<file path="src/rtl/ccg_response_misr.sv">
// Response compactor: folds 30-bit response vectors into a 32-bit MISR and
// compares the final signature against a golden value after num_vec beats.
module ccg_response_misr #(
   parameter int unsigned          RESP_W = 30,
   parameter int unsigned          SIG_W  = 32,
   parameter logic [SIG_W-1:0]     POLY   = 32'h04C11DB7,
   parameter logic [SIG_W-1:0]     SEED   = 32'hFFFFFFFF,
   parameter int unsigned          CNT_W  = 11
) (
   input  logic              clk,
   input  logic              rst_n,
   input  logic              start,
   input  logic [CNT_W-1:0]  num_vec,
   input  logic [SIG_W-1:0]  expected_sig,
   input  logic              resp_valid,
   input  logic [RESP_W-1:0] resp_data,
   output logic              resp_ready,
   output logic              busy,
   output logic              done,
   output logic              pass,
   output logic [SIG_W-1:0]  signature,
   output logic [CNT_W-1:0]  vec_count
);

   typedef enum logic [1:0] {S_IDLE, S_RUN, S_DONE} state_t;

   state_t             state_q, state_d;
   logic [SIG_W-1:0]   sig_q, sig_d;
   logic [CNT_W-1:0]   cnt_q, cnt_d;
   logic [CNT_W-1:0]   num_q, num_d;
   logic               pass_q, pass_d;
   logic               ready_q, ready_d;
   logic               busy_q, busy_d;
   logic               done_q, done_d;

   logic [SIG_W-1:0]   misr_next;
   logic [CNT_W-1:0]   cnt_inc;

   always_comb begin
      misr_next = {sig_q[SIG_W-2:0], 1'b0} ^ (sig_q[SIG_W-1] ? POLY : '0)
                  ^ SIG_W'(resp_data);
      cnt_inc   = cnt_q + 1'b1;

      state_d = state_q;
      sig_d   = sig_q;
      cnt_d   = cnt_q;
      num_d   = num_q;
      pass_d  = pass_q;

      case (state_q)
         S_IDLE, S_DONE: begin
            if (start) begin
               sig_d  = SEED;
               cnt_d  = '0;
               num_d  = num_vec;
               pass_d = 1'b0;
               if (num_vec == '0) begin
                  state_d = S_DONE;
                  pass_d  = (SEED == expected_sig);
               end else begin
                  state_d = S_RUN;
               end
            end
         end
         S_RUN: begin
            // resp_ready is exactly "state is RUN", so valid alone means accept
            if (resp_valid) begin
               sig_d = misr_next;
               cnt_d = cnt_inc;
               if (cnt_inc == num_q) begin
                  state_d = S_DONE;
                  pass_d  = (misr_next == expected_sig);
               end
            end
         end
         default: state_d = S_IDLE;
      endcase

      ready_d = (state_d == S_RUN);
      busy_d  = (state_d == S_RUN);
      done_d  = (state_d == S_DONE);
   end

   always_ff @(posedge clk) begin
      if (!rst_n) begin
         state_q <= S_IDLE;
         sig_q   <= '0;
         cnt_q   <= '0;
         num_q   <= '0;
         pass_q  <= 1'b0;
         ready_q <= 1'b0;
         busy_q  <= 1'b0;
         done_q  <= 1'b0;
      end else begin
         state_q <= state_d;
         sig_q   <= sig_d;
         cnt_q   <= cnt_d;
         num_q   <= num_d;
         pass_q  <= pass_d;
         ready_q <= ready_d;
         busy_q  <= busy_d;
         done_q  <= done_d;
      end
   end

   assign resp_ready = ready_q;
   assign busy       = busy_q;
   assign done       = done_q;
   assign pass       = pass_q;
   assign signature  = sig_q;
   assign vec_count  = cnt_q;

endmodule

</file>
<file path="config.mk">
export PLATFORM = sky130hd
export DESIGN_NAME = ccg_response_misr
export DESIGN_NICKNAME = d
export VERILOG_FILES = /design/src/rtl/ccg_response_misr.sv
export SDC_FILE = /design/constraint.sdc
export NUM_CORES = 1
export LEC_CHECK = 0
export ABC_AREA = 1
export BUFFER_PORTS_ARGS = -buffer_cell sky130_fd_sc_hd__clkbuf_2
export CORE_AREA = 2 2 105 133
export CTS_BUF_LIST = sky130_fd_sc_hd__clkbuf_8
export DETAILED_ROUTE_END_ITERATION = 6
export DIE_AREA = 0 0 107 135
export GPL_TIMING_DRIVEN = 1
export MAX_ROUTING_LAYER = met4
export PLACE_DENSITY = 0.58
export SYNTH_ARGS = -nofsm -noshare
export SYNTH_HDL_FRONTEND = slang
export SYNTH_SLANG_ARGS = --single-unit
</file>
<file path="constraint.sdc">
create_clock -name clk -period 1.5 [get_ports clk]
set_input_delay 0.075 -clock clk [delete_from_list [all_inputs] [get_ports clk]]
set_output_delay 0.075 -clock clk [all_outputs]
set_load 0.005 [all_outputs]
</file>
==> results of run 1 <==
final timing paths:
check | from | endpoint | slack, ns | cells past startpoint
worst min-delay path | num_vec[7] | num_q[7] | 0.04 | 3
worst min register to register | num_q[9] | num_q[9] | 0.48 | 2
worst max register to register | vec_count[0] | busy | -0.21 | 11
worst max-delay path | vec_count[0] | busy | -0.21 | 11
cell families after synthesis:
kind of cell,count (synthesis)
AO/OA/AOI/OAI,93
XOR/XNOR,21
adder cells (fa/ha/maj),1
buffers and inverters,100
flip-flops,59
AND/OR/NAND/NOR,345
power by group through the flow:
stage	Sequential, mW	Clock [mW]	Combinational (mW)
finish	1.79	1.38	1.44
global route	1.81	1.51	1.61
CTS	1.79	1.42	1.43
detailed placement	1.83	0	1.40
global placement	1.82	0	1.40
floorplan	1.82	0	0.731
layout make-up:
| cell class | instances | area [sq um] |
|---|---|---|
| Inverter | 81 | 308 |
| Sequential cell | 59 | 1200 |
| Fill cell | 1392 | 7490 |
| Clock buffer | 12 | 165 |
| Timing Repair Buffer | 216 | 1350 |
| Tap cell | 171 | 214 |
| Clock inverter | 3 | 13.8 |
| Multi-Input combinational cell | 460 | 2380 |
stage by stage:
step / power [mW] / util (%)
floorplan: 2.55 / -
global placement: 3.22 / 40.4
detailed placement: 3.23 / 40.4
CTS: 4.64 / 42.6
global route: 4.92 / 42.9
finish: 4.61 / 42.9
cell usage after synthesis (2+ instances only):
master,number
buf_6,3
clkinv_1,2
nor2_4,2
nor3_1,3
buf_2,4
nor3b_1,2
nor4_1,4
o21ai_0,29
a21oi_1,37
a21o_1,2
nand2_2,2
xnor2_1,9
buf_1,2
nor2_1,28
nand3_1,59
o21ai_1,2
or2_2,10
nand4_1,8
inv_2,2
nand3b_1,14
a221oi_1,16
inv_1,77
a31oi_1,6
nor2_2,5
clkbuf_1,7
dfxtp_1,59
clkbuf_2,2
xor2_1,9
nand2_1,207
registers in the layout, indices dropped and copies added, names as in the netlist:
| name | flops |
|---|---|
| signature | 32 |
| state_q | 2 |
| num_q | 11 |
| pass | 1 |
| busy | 1 |
| done | 1 |
| vec_count | 11 |
worst min-delay path: cells and delay by family:
family	cells	cell delay [ns]
AO/OA/AOI/OAI	2	0.19
buffers and inverters	1	0.08
layer usage:
layer	share of wire (%)	up-vias
met5	0	-
met4	1.8	0
met3	5.0	13
met2	49	121
met1	44	2037
li1	-	2440
what timing repair did:
item,in CTS,in global routing
setup buffers,0,1
endpoints found under the setup margin,9,14
pin swaps,2,9
endpoints found under the hold margin,6,0
gates resized for setup,14,14
hold buffers,6,0
==> impl_results.md, run 1 <==
* Outcome: complete, but fails checks
* Failing checks: setup timing
* Maximum vdd ir drop at 0.000407 V
* DRT iter0 DRCs at 203
* Detailed Route WL at 13.1 mm
* Final Hold Fails at 0
* Global routing's busiest layer: met2
* Area delta synth->final at 44.8%
* Fin crit period at 1.71 ns
* Die X at 107 um
* I/O pins at 124
* Vias at 4,611
* Met1 usage at 21.9%
* Syn nets at 697
* Critical path's slowest cell: dfxtp_4
* First-pass GRT wire length at 20.7 mm
* Fin Hold WS at 0.0350 ns
* Adder-cell share of the synthesized area at 0.322%
* CTS buffer count at 9
* Drt wl/cell at 13.1 um
* Compound-Gate Fraction of Synth Area at 13.9%
* Non-filler cells, final at 1,002
* MaxCap Viol Count at 0
* Cells after Synth at 619
* Crit Path Class: register to register
* CTS H-tree depth at 3
* Final count of negative-setup-slack endpoints at 5
* DP HPWL at 10.3 mm
* Buf+Inv Stages, Crit Path at 0
* Yosys warns at 0
* Core footprint at 13,100 sq um
* Number of remaining DRC errors at 0
* Placed cell count at 980
* Initial antenna violation count at 0
* CP startpoint kind: register
* Placed cell area at 5300 sq um
* Main combinational cell family by area after synthesis: simple AND/OR/NAND/NOR gates
* Leak pwr at 2.89 nW
* CP Data Arrival Time at 1.94 ns
* Gate power share at 31.2%
* Multiplexer share of the synthesized area at 0%
* Post-Synth Simple-Gate Area at 39.2%
* Pre-CTS setup slack at -0.251 ns
* Ant. Diodes at 0
* RSZ-0062 raised after global routing: yes
* Skew-Pair Late Insertion Delay at 0.35 ns
* CP max stage delay at 0.38 ns
* First-pass detailed-route iteration total at 4
* GR Overflow Total at 0
* Largest net degree at the start of global routing at 21
* Crit end category: register
* Yosys reg bits at 59
* Worst Path Required at 1.73 ns
* Initial Util at 29.6%
* Yosys top cell by area: dfxtp_1
* Internal Pwr Total at 3.10 mW
* FMAX at 586 MHz
* Clk network pwr share at 29.9%
* Setup tns final at -0.943 ns
* Crit-path cells: ha_4 > nand2_8 > nor2_4 > nand4_1 > nand2_1 > nand2_1 > nand2_1 > nand3_1 > nor2_2 > nand3_1 > nor3b_1
* Slew headroom at 74.1%
* Top cell type's share of synthesized area at 30.4%
* Final setup margin at -0.207 ns
* Port buffer count at 123
* Primary FF master, synth: dfxtp_1
* Post-synth ARST share at 0%
* Fin crit share at 114%
* Switching power at 1.51 mW
* Number of synthesized flops with an enable pin at 0
* Met3 usage at 3.57%
* Worst Tran Pin Value at 0.385 ns
* Cell Rows at 47
* Commonest non-fill, non-tap cell in the layout: nand2_1
* Most used cell, CP: nand2_1
* Vias in the first global route at 4,387
* Hold WC Path Type: primary input to register
* Chip height at 135 um
* Final Wtd Congestion at 0.864
* Xor-xnor portion of the synthesized cell area at 5.67%
* Final Net Count at 905
* Grt met2 use at 32.7%
* Worst clock skew at 0.0136 ns
* Mapped Area at 3890 sq um
* Layout cell share with drive strength beyond 1 at 32.4%
* Aggregate global-route resource usage at 19.0%
* Most frequent cells in the layout: nand2_1 (203), clkbuf_2 (123), buf_4 (84)
* Worst Path Max Fanout at 6
* Final Cell Area at 5630 sq um
* TritonCTS Sinks at 59
* Net Sw Frac at 32.7%
* Die area at 14,400 sq um
* Post-DRT Antenna Nets at 0
* Mapped Avg Cell Area at 6.28 sq um
* CTS tree: yes
* Vias per Instance at 4.60
* Top cells by area, synth: dfxtp_1 (30%), nand2_1 (20%), nand3_1 (7.6%)
* Post-synthesis sequential area ratio at 30.4%
* Worst path top cell family by delay: simple AND/OR/NAND/NOR gates
* Pins Over Slew Limit at 0
* Distinct cells, synth at 36
* Clock Tree Root: clkbuf_8
* CTS clk-pin slew, worst paths at 0.07 ns
* Max Buffers Root-to-Sink at 2
* Sequential share of power at 38.9%
* Pwr dens at 819 nW/um^2
(Power assumes the default switching activity.)
==> run 2, diff against run 1 <==
- ABC_AREA: 1 -> 0
- CORE_AREA: 2 2 105 133 -> 2 2 102 129
- DIE_AREA: 0 0 107 135 -> 0 0 104 131
- PLACE_DENSITY: 0.58 -> 0.59
==> impl_results.md, run 2 <==
* Yosys reg bits at 59
* First-pass detailed-route iteration total at 4
* Number of remaining DRC errors at 0
* Mapped Area at 3670 sq um
* TritonCTS Sinks at 59
* Top cell type's share of synthesized area at 32.2%
* Final count of negative-setup-slack endpoints at 5
* R2R Path End: pass
* Skew-Pair Late Insertion Delay at 0.36 ns
* Yosys top cell by area: dfxtp_1
* Mapped Avg Cell Area at 8.83 sq um
* Core footprint at 12,400 sq um
* Non-filler cells, final at 825
* CP startpoint kind: register
* Detailed Route WL at 13.2 mm
* Worst Path Required at 1.81 ns
* Vias at 4,023
* Worst Hold End: num_q[9]
* Failing checks: setup timing
* Aggregate global-route resource usage at 19.5%
* Die X at 104 um
* Worst clock skew at 0.00923 ns
* Drt wl/cell at 16.0 um
* Final Wtd Congestion at 0.916
* Leak pwr at 2.71 nW
* Cell Rows at 46
* I/O pins at 124
* Worst R2R Path Depth at 9
* Vias in the first global route at 4,105
* Area delta synth->final at 61.2%
* Largest net degree at the start of global routing at 32
* Yosys warns at 0
* Maximum vdd ir drop at 0.000486 V
* RSZ-0062 raised after global routing: yes
* Ant. Diodes at 0
* Vias per Instance at 4.88
* Worst Hold Launch: num_vec[9]
* Slew headroom at 72.8%
* Final setup margin at -0.539 ns
* Crit end category: register
* Post-synthesis sequential area ratio at 32.2%
* MaxCap Viol Count at 0
* Post-synth ARST share at 0%
* Most frequent cell after synthesis: dfxtp_1
* Final Hold Fails at 0
* Top cells by count, synth: dfxtp_1 (59), nand2_1 (56), xnor2_1 (56)
* Hold WC Path Type: primary input to register
* Chip height at 131 um
* DP HPWL at 10.1 mm
* Commonest non-fill, non-tap cell in the layout: clkbuf_2
* Final Net Count at 731
* Pwr dens at 872 nW/um^2
* Placed cell area at 5340 sq um
* Clock Tree Root: clkbuf_8
* Crit Path Class: register to register
* Post-DRT Antenna Nets at 0
* CTS clk-pin slew, worst paths at 0.07 ns
* Number of synthesized flops with an enable pin at 0
* Port buffer count at 123
* CTS tree: yes
* Fin crit share at 136%
* Worst reg2reg setup slack at -0.54 ns
* Largest register FFs at 32
* Distinct cells, synth at 48
* Worst Tran Pin Value at 0.408 ns
* Top cells by area, synth: dfxtp_1 (32%), xnor2_1 (13%), nand2_1 (5.7%)
* CTS buffer count at 9
* Most frequent cells in the layout: clkbuf_2 (123), buf_4 (109), nand2_1 (52)
* Worst flop-to-flop path startpoint: signature[31]
* GR Overflow Total at 0
* CTS H-tree depth at 3
* DRT iter0 DRCs at 105
* Max Buffers Root-to-Sink at 2
* Primary FF master, synth: dfxtp_1
* Initial antenna violation count at 0
* Layout cell share with drive strength beyond 1 at 47.2%
* Die area at 13,600 sq um
* Syn nets at 494
* Initial Util at 29.5%
* Pins Over Slew Limit at 0
* FMAX at 490 MHz
* First-pass GRT wire length at 20.0 mm
* Fin crit period at 2.04 ns
* CP Data Arrival Time at 2.35 ns
* Final Cell Area at 5920 sq um
* Worst Path Max Fanout at 5
* Outcome: complete, but fails checks
* WHS Path Cells at 3
* Cells after Synth at 416
* Placed cell count at 793
[run 2: changes by cell type after synthesis, moves of 15 or more]
cell | previous run | this run
a221oi_1 | 16 | 1
o21ai_0 | 29 | 8
a21oi_1 | 37 | 21
inv_1 | 77 | 1
nand3_1 | 59 | 10
xnor2_1 | 9 | 56
nand2_1 | 207 | 56
[run 2: routing by layer]
layer / part of all wire [%] / GRT usage (%)
met1: 40 / 21.0
met2: 53 / 35.4
met3: 5.1 / 4.07
met4: 2.4 / 7.71
met5: 0 / -
[run 2: how the worst max path moves through the flow]
stage,cells past startpoint,endpoint,start
2_1_floorplan,8,busy,vec_count[2]
3_5_place_dp,8,pass,signature[31]
6_report,9,pass,signature[31]
5_1_grt,9,pass,signature[31]
3_3_place_gp,7,pass,signature[10]
4_1_cts,8,pass,signature[31]
[run 2: repair_timing]
action,4_1_cts,5_1_grt
hold endpoints to repair,9,0
resized for setup,24,22
hold buffers,9,0
buffers inserted,2,5
gates cloned,0,1
pin swaps,16,16
setup endpoints to repair,9,21
[run 2: area by class of cell]
type | count | area [sq um]
inverter | 1 | 3.75
fill | 1223 | 6510
timing repair buffer | 254 | 1750
multi-input combinational | 328 | 2560
sequential | 59 | 1200
clock buffer | 11 | 151
tap | 168 | 210
clock inverter | 4 | 42.5
[run 2: through the flow]
stage / power, mW / hold WS, ns / utilization (%) / TNS (ns) / setup slack [ns]
floorplan: 2.69 / 0.220 / - / -1.98 / -0.449
global placement: 3.52 / 0.327 / 42.9 / -2.19 / -0.575
detailed placement: 3.55 / 0.334 / 42.9 / -2.48 / -0.618
CTS: 5.12 / 0.00295 / 46.3 / -2.11 / -0.548
global route: 5.44 / 0.00984 / 47.6 / -2.50 / -0.629
finish: 5.16 / 0.00457 / 47.6 / -2.12 / -0.539
[run 2: critical path: stages, from the launching register on]
cell,delay [ns]
dfxtp_4,0.38
buf_12,0.14
buf_12,0.12
xor2_4,0.18
xnor2_2,0.14
a221oi_2,0.20
nand4_1,0.13
o41a_1,0.46
o211ai_2,0.07
o211a_1,0.15
[run 2: kinds of logic (layout without fill, tap and decap cells)]
family,Yosys count,in the layout,synth area share (%)
xor+xnor,84,84,23.3
buf+inv,29,270,4.02
compound gates,91,91,18.8
simple gates,150,150,20.8
mux,2,2,0.545
fa+ha+maj,1,1,0.341
flops,59,59,32.2
[run 2: report_power, final]
part	internal (mW)	switching [mW]	total, mW
clock	0.834	0.662	1.50
sequential	1.69	0.107	1.80
combinational	1.04	0.826	1.87
total	3.57	1.60	5.16
==> run 3, diff against run 2 <==
- GPL_TIMING_DRIVEN: 1 -> 0
==> impl_results.md, run 3 (synthesized netlist as in run 2, its figures left out) <==
* Worst Hold End: num_q[10]
* Fin crit share at 141%
* Core footprint at 12,400 sq um
* Layout cell share with drive strength beyond 1 at 36.5%
* Placed cell count at 706
* Worst flop-to-flop path startpoint: signature[31]
* Sequential share of power at 38.0%
* WHS Path Cells at 3
* Number of remaining DRC errors at 0
* Final count of negative-setup-slack endpoints at 22
* Setup tns final at -3.34 ns
* Initial Util at 29.5%
* Fin Hold WS at 0.0322 ns
* MaxCap Viol Count at 0
* FMAX at 473 MHz
* Skew-Pair Late Insertion Delay at 0.35 ns
* Fill cells at 1,286
* TritonCTS Sinks at 59
* Drt wl/cell at 17.0 um
* Worst Path Required at 1.80 ns
* DRT iter0 DRCs at 128
* Final setup margin at -0.614 ns
* Final Hold Fails at 0
* First-pass detailed-route iteration total at 4
* Vias per Instance at 5.00
* RSZ-0062 raised after global routing: yes
* Fin crit period at 2.11 ns
* Clock Tree Root: clkbuf_8
* Die X at 104 um
* Worst R2R Path Depth at 9
* Chip height at 131 um
* Max Buffers Root-to-Sink at 2
* Crit end category: register
* Commonest non-fill, non-tap cell in the layout: clkbuf_2
* R2R Path End: pass
* Maximum vdd ir drop at 0.000445 V
* Area delta synth->final at 39.6%
* Final Net Count at 643
* Worst Tran Pin Value at 0.880 ns
* Vias in the first global route at 3,700
* Slew headroom at 40.8%
* Worst Hold Launch: num_vec[10]
* Outcome: complete, but fails checks
* Largest net degree at the start of global routing at 11
* CP Data Arrival Time at 2.41 ns
* Worst reg2reg setup slack at -0.61 ns
* CTS buffer count at 9
* Pins Over Slew Limit at 0
* Port buffer count at 122
* Ant. Diodes at 0
* Switching power at 1.54 mW
* Non-filler cells, final at 738
* Failing checks: setup timing
* Pwr dens at 941 nW/um^2
* Leak pwr at 2.19 nW
* Net Sw Frac at 31.8%
* First-pass GRT wire length at 19.3 mm
* Die area at 13,600 sq um
* CTS H-tree depth at 3
* Worst Path Max Fanout at 10
* Post-DRT Antenna Nets at 0
* Initial antenna violation count at 0
* CP startpoint kind: register
* GR Overflow Total at 0
* Cell Rows at 46
* Largest register FFs at 32
* Gate power share at 29.2%
* Most frequent cells in the layout: clkbuf_2 (124), xnor2_1 (53), nand2_1 (52)
* Aggregate global-route resource usage at 18.9%
* Internal Pwr Total at 3.29 mW
* Vias at 3,693
* Hold WC Path Type: primary input to register
* Worst clock skew at 0.0134 ns
* Clk network pwr share at 32.7%
* CTS clk-pin slew, worst paths at 0.07 ns
* Crit Path Class: register to register
* Final Wtd Congestion at 0.943
* I/O pins at 124
* CTS tree: yes
* DP HPWL at 9.54 mm
* Detailed Route WL at 12.5 mm
-- run 3: routing by layer --
layer  global-route usage, %  vias to the layer above  share of wire [%]
met4                    8.51                        0                3.1
met2                    32.4                      138                 50
li1                        -                     1790                  -
met5                       -                        -                  0
met3                    3.32                       33                5.2
met1                    21.9                     1732                 41
-- run 3: what timing repair did --
item | 4_1_cts | 5_1_grt
hold buffers | 9 | 0
setup endpoints to repair | 48 | 46
pin swaps | 14 | 9
buffers inserted | 8 | 3
hold endpoints to repair | 9 | 0
resized for setup | 35 | 23
-- run 3: power by group through the flow --
stage	Sequential [mW]	Combinational, mW	Clock (mW)
after detailed placement	1.87	1.31	0
after global routing	1.85	1.53	1.65
final	1.84	1.41	1.58
after CTS	1.84	1.40	1.61
after global placement	1.87	1.29	0
after floorplan	1.85	0.842	0
-- run 3: worst max path at each step --
stage	start	to
2_1_floorplan	vec_count[2]	busy
3_3_place_gp	vec_count[0]	busy
3_5_place_dp	vec_count[0]	busy
4_1_cts	signature[31]	pass
5_1_grt	signature[10]	pass
6_report	signature[31]	pass
-- run 3: metrics by stage --
stage	util (%)	setup slack [ns]	area, sq um	total power, mW
after floorplan	-	-0.449	3740	2.69
after global placement	36.7	-0.662	4560	3.16
after detailed placement	36.7	-0.669	4560	3.18
after CTS	40.8	-0.606	5070	4.84
after global routing	41.3	-0.726	5130	5.04
final	41.3	-0.614	5130	4.82
-- run 3: layout make-up --
cell class	instances	area [sq um]	area share, %
inverter	1	3.75	0.0732
tap	168	210	4.10
sequential	59	1200	23.4
buffer	24	190	3.71
clock buffer	12	165	3.22
timing repair buffer	142	783	15.3
clock inverter	4	47.5	0.927
multi-input combinational	328	2530	49.3
-- run 3: critical path: stages, from the launching register on --
cell and delay [ns]:
dfxtp_2 0.34, buf_12 0.15, buf_12 0.16, xor2_2 0.20, nor3b_1 0.17, nor4_2 0.21
nand4_1 0.14, o41a_1 0.48, o211ai_2 0.07, o211a_1 0.15
